[config.mk]
export PLATFORM = sky130hd
export DESIGN_NAME = conv_normalize
export DESIGN_NICKNAME = d
export VERILOG_FILES = /design/src/rtl/conv_normalize.sv
export SDC_FILE = /design/constraint.sdc
export NUM_CORES = 1
export LEC_CHECK = 0
export BUFFER_PORTS_ARGS = -buffer_cell sky130_fd_sc_hd__buf_4
export CAP_MARGIN = 20
export CORE_ASPECT_RATIO = 1.1
export CORE_UTILIZATION = 50
export DETAILED_ROUTE_END_ITERATION = 10
export PLACE_DENSITY = 0.7
export SKIP_LAST_GASP = 1
export SYNTH_ARGS = -nofsm -noshare
export SYNTH_HDL_FRONTEND = slang
export SYNTH_SLANG_ARGS = --single-unit
[constraint.sdc]
create_clock -name clk -period 5.4 [get_ports clk]
set_input_delay 1.08 -clock clk [delete_from_list [all_inputs] [get_ports clk]]
set_output_delay 1.08 -clock clk [all_outputs]
set_load 0.005 [all_outputs]
[src/rtl/conv_normalize.sv]
// conv_normalize: rounds and saturates convolver results into 12-bit pixels.
// Streams the result memory through a 3-stage read/round/clip pipeline.
module conv_normalize #(
  parameter int AddressBitWidth = 17,
  parameter int InBitWidth      = 20,
  parameter int OutBitWidth     = 12,
  parameter int NoOfPixels      = 2500,
  parameter int ShiftBitWidth   = 4
) (
  input  logic                              clk,
  input  logic                              rst,
  input  logic                              start,
  input  logic [ShiftBitWidth-1:0]          shift,
  input  logic signed [InBitWidth-1:0]      d_in,
  output logic [AddressBitWidth-1:0]        ReadAddress,
  output logic                              ReadEnable,
  output logic [AddressBitWidth-1:0]        WriteAddress,
  output logic [OutBitWidth-1:0]            d_out,
  output logic                              WriteEnable,
  output logic                              ready,
  output logic [AddressBitWidth-1:0]        sat_count
);

  localparam int RW = InBitWidth + 1;

  localparam logic [1:0] IDLE  = 2'd0;
  localparam logic [1:0] RUN   = 2'd1;
  localparam logic [1:0] DRAIN = 2'd2;
  localparam logic [1:0] DONE  = 2'd3;

  localparam logic [AddressBitWidth-1:0] LAST =
    AddressBitWidth'(NoOfPixels - 1);
  localparam logic signed [RW-1:0] PIX_MAX =
    RW'((1 << OutBitWidth) - 1);

  logic [1:0]                 state;
  logic [ShiftBitWidth-1:0]   shift_q;
  logic                       accept;

  logic                       rd_v;
  logic [AddressBitWidth-1:0] rd_a;
  logic                       rnd_v;
  logic [AddressBitWidth-1:0] rnd_a;
  logic signed [RW-1:0]       rnd_q;

  logic signed [RW-1:0]       ext;
  logic signed [RW-1:0]       bias;
  logic signed [RW-1:0]       rnd_d;
  logic                       clip_lo;
  logic                       clip_hi;
  logic [OutBitWidth-1:0]     sat_d;

  assign accept = start && ((state == IDLE) || (state == DONE));

  // one extra bit of headroom so the rounding bias never overflows
  always_comb begin
    ext  = {d_in[InBitWidth-1], d_in};
    bias = '0;
    if (shift_q != '0) begin
      bias = RW'(1) << (shift_q - 1'b1);
    end
    rnd_d = (ext + bias) >>> shift_q;
  end

  always_comb begin
    clip_lo = rnd_q[RW-1];
    clip_hi = !rnd_q[RW-1] && (rnd_q > PIX_MAX);
    sat_d   = rnd_q[OutBitWidth-1:0];
    if (clip_lo) begin
      sat_d = '0;
    end else if (clip_hi) begin
      sat_d = '1;
    end
  end

  always_ff @(posedge clk or negedge rst) begin
    if (!rst) begin
      state       <= IDLE;
      shift_q     <= '0;
      ReadAddress <= '0;
      ReadEnable  <= 1'b0;
      ready       <= 1'b0;
    end else begin
      unique case (state)
        IDLE, DONE: begin
          if (start) begin
            shift_q     <= shift;
            ready       <= 1'b0;
            ReadAddress <= '0;
            ReadEnable  <= 1'b1;
            state       <= RUN;
          end
        end
        RUN: begin
          if (ReadAddress == LAST) begin
            ReadEnable <= 1'b0;
            state      <= DRAIN;
          end else begin
            ReadAddress <= ReadAddress + 1'b1;
          end
        end
        DRAIN: begin
          // last write is on the bus once both upstream stages are empty
          if (!rd_v && !rnd_v) begin
            ready <= 1'b1;
            state <= DONE;
          end
        end
        default: state <= IDLE;
      endcase
    end
  end

  always_ff @(posedge clk or negedge rst) begin
    if (!rst) begin
      rd_v         <= 1'b0;
      rd_a         <= '0;
      rnd_v        <= 1'b0;
      rnd_a        <= '0;
      rnd_q        <= '0;
      WriteEnable  <= 1'b0;
      WriteAddress <= '0;
      d_out        <= '0;
    end else begin
      rd_v        <= ReadEnable;
      rd_a        <= ReadAddress;
      rnd_v       <= rd_v;
      WriteEnable <= rnd_v;
      if (rd_v) begin
        rnd_a <= rd_a;
        rnd_q <= rnd_d;
      end
      if (rnd_v) begin
        WriteAddress <= rnd_a;
        d_out        <= sat_d;
      end
    end
  end

  always_ff @(posedge clk or negedge rst) begin
    if (!rst) begin
      sat_count <= '0;
    end else if (accept) begin
      sat_count <= '0;
    end else if (rnd_v && (clip_lo || clip_hi) && (sat_count != '1)) begin
      sat_count <= sat_count + 1'b1;
    end
  end

endmodule

==> summary.md <==
| Metric | Value |
|---|---|
| Required @ worst endpoint | 5.71 ns |
| CP Data Arrival Time | 4.90 ns |
| Largest net degree at the start of global routing | 51 |
| Clock transition at path regs | 0.06 ns |
| Mapped cell area | 7687 um2 |
| Seq/Total Area, Yosys | 41.99% |
| Max Clock Freq | 217.5 MHz |
| Combinational fraction of design power | 42.7% |
| Top-count cell post-synth | dfrtp_1 |
| Ant diodes | 0 |
| Setup TNS Final | 0 ns |
| CP Capture Type | register |
| Syn Inst Count | 792 |
| CTS Sinks | 129 |
| Reg power frac | 30.1% |
| CTS root buffer | clkbuf_16 |
| Vias in the first global route | 6732 |
| Remaining DRCs | 0 |
| HP Class | register to register |
| Slowest stage delay, CP | 0.60 ns |
| Max_cap viols | 0 |
| Synth Flop Type | dfrtp_1 |
| Slew @ Worst Pin | 1.050 ns |
| Setup Slack @ Placement | 0.8743 ns |
| Sw Share | 39.31% |
| Ys async rst share | 100.0% |
| DR vias | 6601 |
| Relative slew margins | 29.73% |
| Final WL | 20.69 mm |
| GRT Util Overall | 27.34% |
| Io pins | 93 |
| Die Ht | 132.0 um |
| Area growth from synthesis to layout | 18.73% |
| Net Sw Power | 1679 uW |
| DR pass1 iterations | 7 |
| Die ar. | 15880 um2 |
| Bufs and invs on worst path | 1 |
| Fin util | 60.63% |
| Initial Utilization | 51.06% |
| CTS resizes | 0 |
| Most frequent cells after synthesis | dfrtp_1 (129), nor2_1 (115), nand2_1 (51), mux2_2 (48), a21oi_1 (44) |
| Slowest cell on the critical path | dfrtp_1 |
| Setup CP Type | register to register |
| Area contributors post-synth | dfrtp_1 (42%), mux2_2 (7.0%), nor2_1 (5.6%), ha_1 (3.6%), mux2i_1 (3.1%) |
| Clk buf depth | 2 |
| Largest family of logic cells by synthesized area | compound AO/OA/AOI/OAI gates |
| Complex-gate fraction of the synthesized area | 17.84% |
| Final Hold Fails | 0 |
| Initial antenna violation count | 0 |
| Crit path max-delay family | compound AO/OA/AOI/OAI gates |
| Top-area cell type share of the netlist area | 41.99% |
| Total gr overflow | 0 |
| XOR/XNOR share of the synthesized area | 4.215% |
| Share of layout cells above drive strength 1 | 23.93% |
| Unrepaired setup endpoints after global routing | false |
| Cts bufs inserted | 17 |
| First DRT Iteration DRCs | 631 |
| H-tree depth | 4 |
| Internal | 2591 uW |
| Crit-path cells | inv_1 -> nand2_1 -> nor3_1 -> ha_1 -> fa_1 -> a21o_1 -> a221o_2 -> a21oi_1 -> a211oi_1 -> nor3_1 -> a221o_2 -> o2bb2ai_1 -> a31o_2 |
| Num rows | 47 |
| Core area | 15050 um2 |
| Post-DRT Antenna Nets | 0 |
| Proportion of synthesized area in mux cells | 11.91% |
| WL/cell | 19.12 um |
| Hold Buf Count CTS | 0 |
| Adder-Cell Fraction of Synth Area | 3.841% |
| Die extent in x | 120.2 um |
| Synth warn | 0 |
| Final worst setup slack | 0.8025 ns |
| Unique masters post-synth | 82 |
| Post-CTS setup buffers | 0 |
| Fin. max-slew vios | 0 |
| Post-DP HPWL | 15.19 mm |
| Status | complete, no violations |
| GPL Wtd Cong | 0.8863 |
| Critical path startpoint category | register |
| Final Critical Period | 4.598 ns |
| Clock Skew | 0.009819 ns |
| Simple-Gate Fraction of Synth Area | 16.65% |
| Final setup vio count | 0 |
| Post-synth EDFFs | 0 |
| CTS tree | done |
| Leak Pwr | 0.004365 uW |
| Global-route wire length before repair | 34.20 mm |
| Synth Register Bits | 129 |
| Worst VDD drop | 0.3588 mV |
| Nets | 923 |
| Power Density | 467.8 nW/um2 |
| Critical Path Fanout Max | 14 |
| Fin crit share | 85.14% |
| Clock power frac | 27.3% |
| Area leader, netlist | dfrtp_1 |
| Via density | 6.101 |
| Synth Net Count | 842 |
| Input/output buffers | 92 |
| Worst skew pair latency | 0.42 ns |
| Syn Area/Cell | 9.706 um2 |
-- stage by stage --
step                hold WS [ns]  area (um2)  total power [uW]  std cells
floorplan                 0.3519        7687              2564        792
finish                    0.4511        9128              4270       1082
CTS                       0.4486        9128              4271       1082
detailed placement        0.4217        8521              3092       1050
global route              0.4698        9128              4521       1082
global placement          0.4262        8521              3063       1050
-- path summary, 6_finish.rpt --
| path | startpoint | end | slack, ns | cells past startpoint |
|---|---|---|---|---|
| worst max-delay path | shift_q[1] | rnd_q[1] | 0.80 | 13 |
| worst min-delay path | ReadEnable | rd_v | 0.45 | 0 |
| worst min register to register | ReadEnable | rd_v | 0.45 | 0 |
| min in group asynchronous | rst | d_out[10] | 0.68 | 1 |
| worst max register to register | shift_q[1] | rnd_q[1] | 0.80 | 13 |
| max in group asynchronous | rst | rd_v | 3.66 | 2 |
-- cell usage in the layout, fill, tap and decap left out, types with 5 or more instances in the layout --
master,synthesis,layout
and3_1,18,18
dfrtp_1,129,128
o22ai_1,7,7
nor3_1,11,11
mux2_2,48,48
inv_1,22,22
o2bb2ai_1,5,5
mux2i_1,24,24
nand3_1,28,28
nor2_1,115,115
nand2_1,51,51
or4_1,6,6
a211oi_1,9,9
xor2_1,20,20
nor4_1,7,7
buf_4,1,102
nand4_1,10,10
a21oi_1,44,44
clkbuf_16,0,17
a31oi_1,9,9
o21ai_0,28,28
mux4_2,6,6
o21a_1,6,6
ha_1,22,22
or3_1,5,5
xnor2_1,17,17
a21o_1,10,10
o211ai_1,10,10
-- power by group through the flow --
stage / Combinational (uW) / Sequential [uW] / Clock, uW
after CTS: 1800 / 1280 / 1190
final: 1820 / 1280 / 1160
after global routing: 1990 / 1300 / 1230
after global placement: 1770 / 1290 / 0
after floorplan: 1340 / 1220 / 0
after detailed placement: 1800 / 1300 / 0
-- layout make-up --
cell class                 count  area, um2
fill                        1336       5927
sequential                   129       3229
multi-input combinational    599       4190
timing repair buffer         102      765.7
clock buffer                  22      484.2
tap                          196      245.2
clock inverter                10      122.6
inverter                      24      90.09
-- cell families (layout without fill, tap and decap cells) --
family                   count (synthesis)  after routing
AND/OR/NAND/NOR                        272            272
AO/OA/AOI/OAI                          188            188
flip-flops                             129            129
multiplexers                            78             78
buffers and inverters                   64            158
XOR/XNOR                                37             37
adder cells (fa/ha/maj)                 23             23
other                                    1              1
-- layer usage --
metal	share of wire (%)	routed length (um)	GRT usage, %
met5	0	0	0
met4	2.7	559	11.59
met3	5.9	1230	6.012
met2	49	10040	45.37
met1	43	8854	34.31
-- sequential cells by signal (all words and copies together) (netlist names) --
name	count
rnd_q	21
ReadAddress	17
WriteAddress	17
rd_a	17
rnd_a	17
sat_count	17
d_out	12
shift_q	4
state	2
ReadEnable	1
WriteEnable	1
rd_v	1
ready	1
rnd_v	1
-- worst register-to-register path, cell delays in order, from the launching register on --
cell and delay, ns:
dfrtp_1 0.60, inv_1 0.37, nand2_1 0.39, nor3_1 0.09, ha_1 0.28, fa_1 0.42, a21o_1 0.22, a221o_2 0.43
a21oi_1 0.30, a211oi_1 0.15, nor3_1 0.59, a221o_2 0.29, o2bb2ai_1 0.11, a31o_2 0.25
Power figures use the tool's default switching activity.
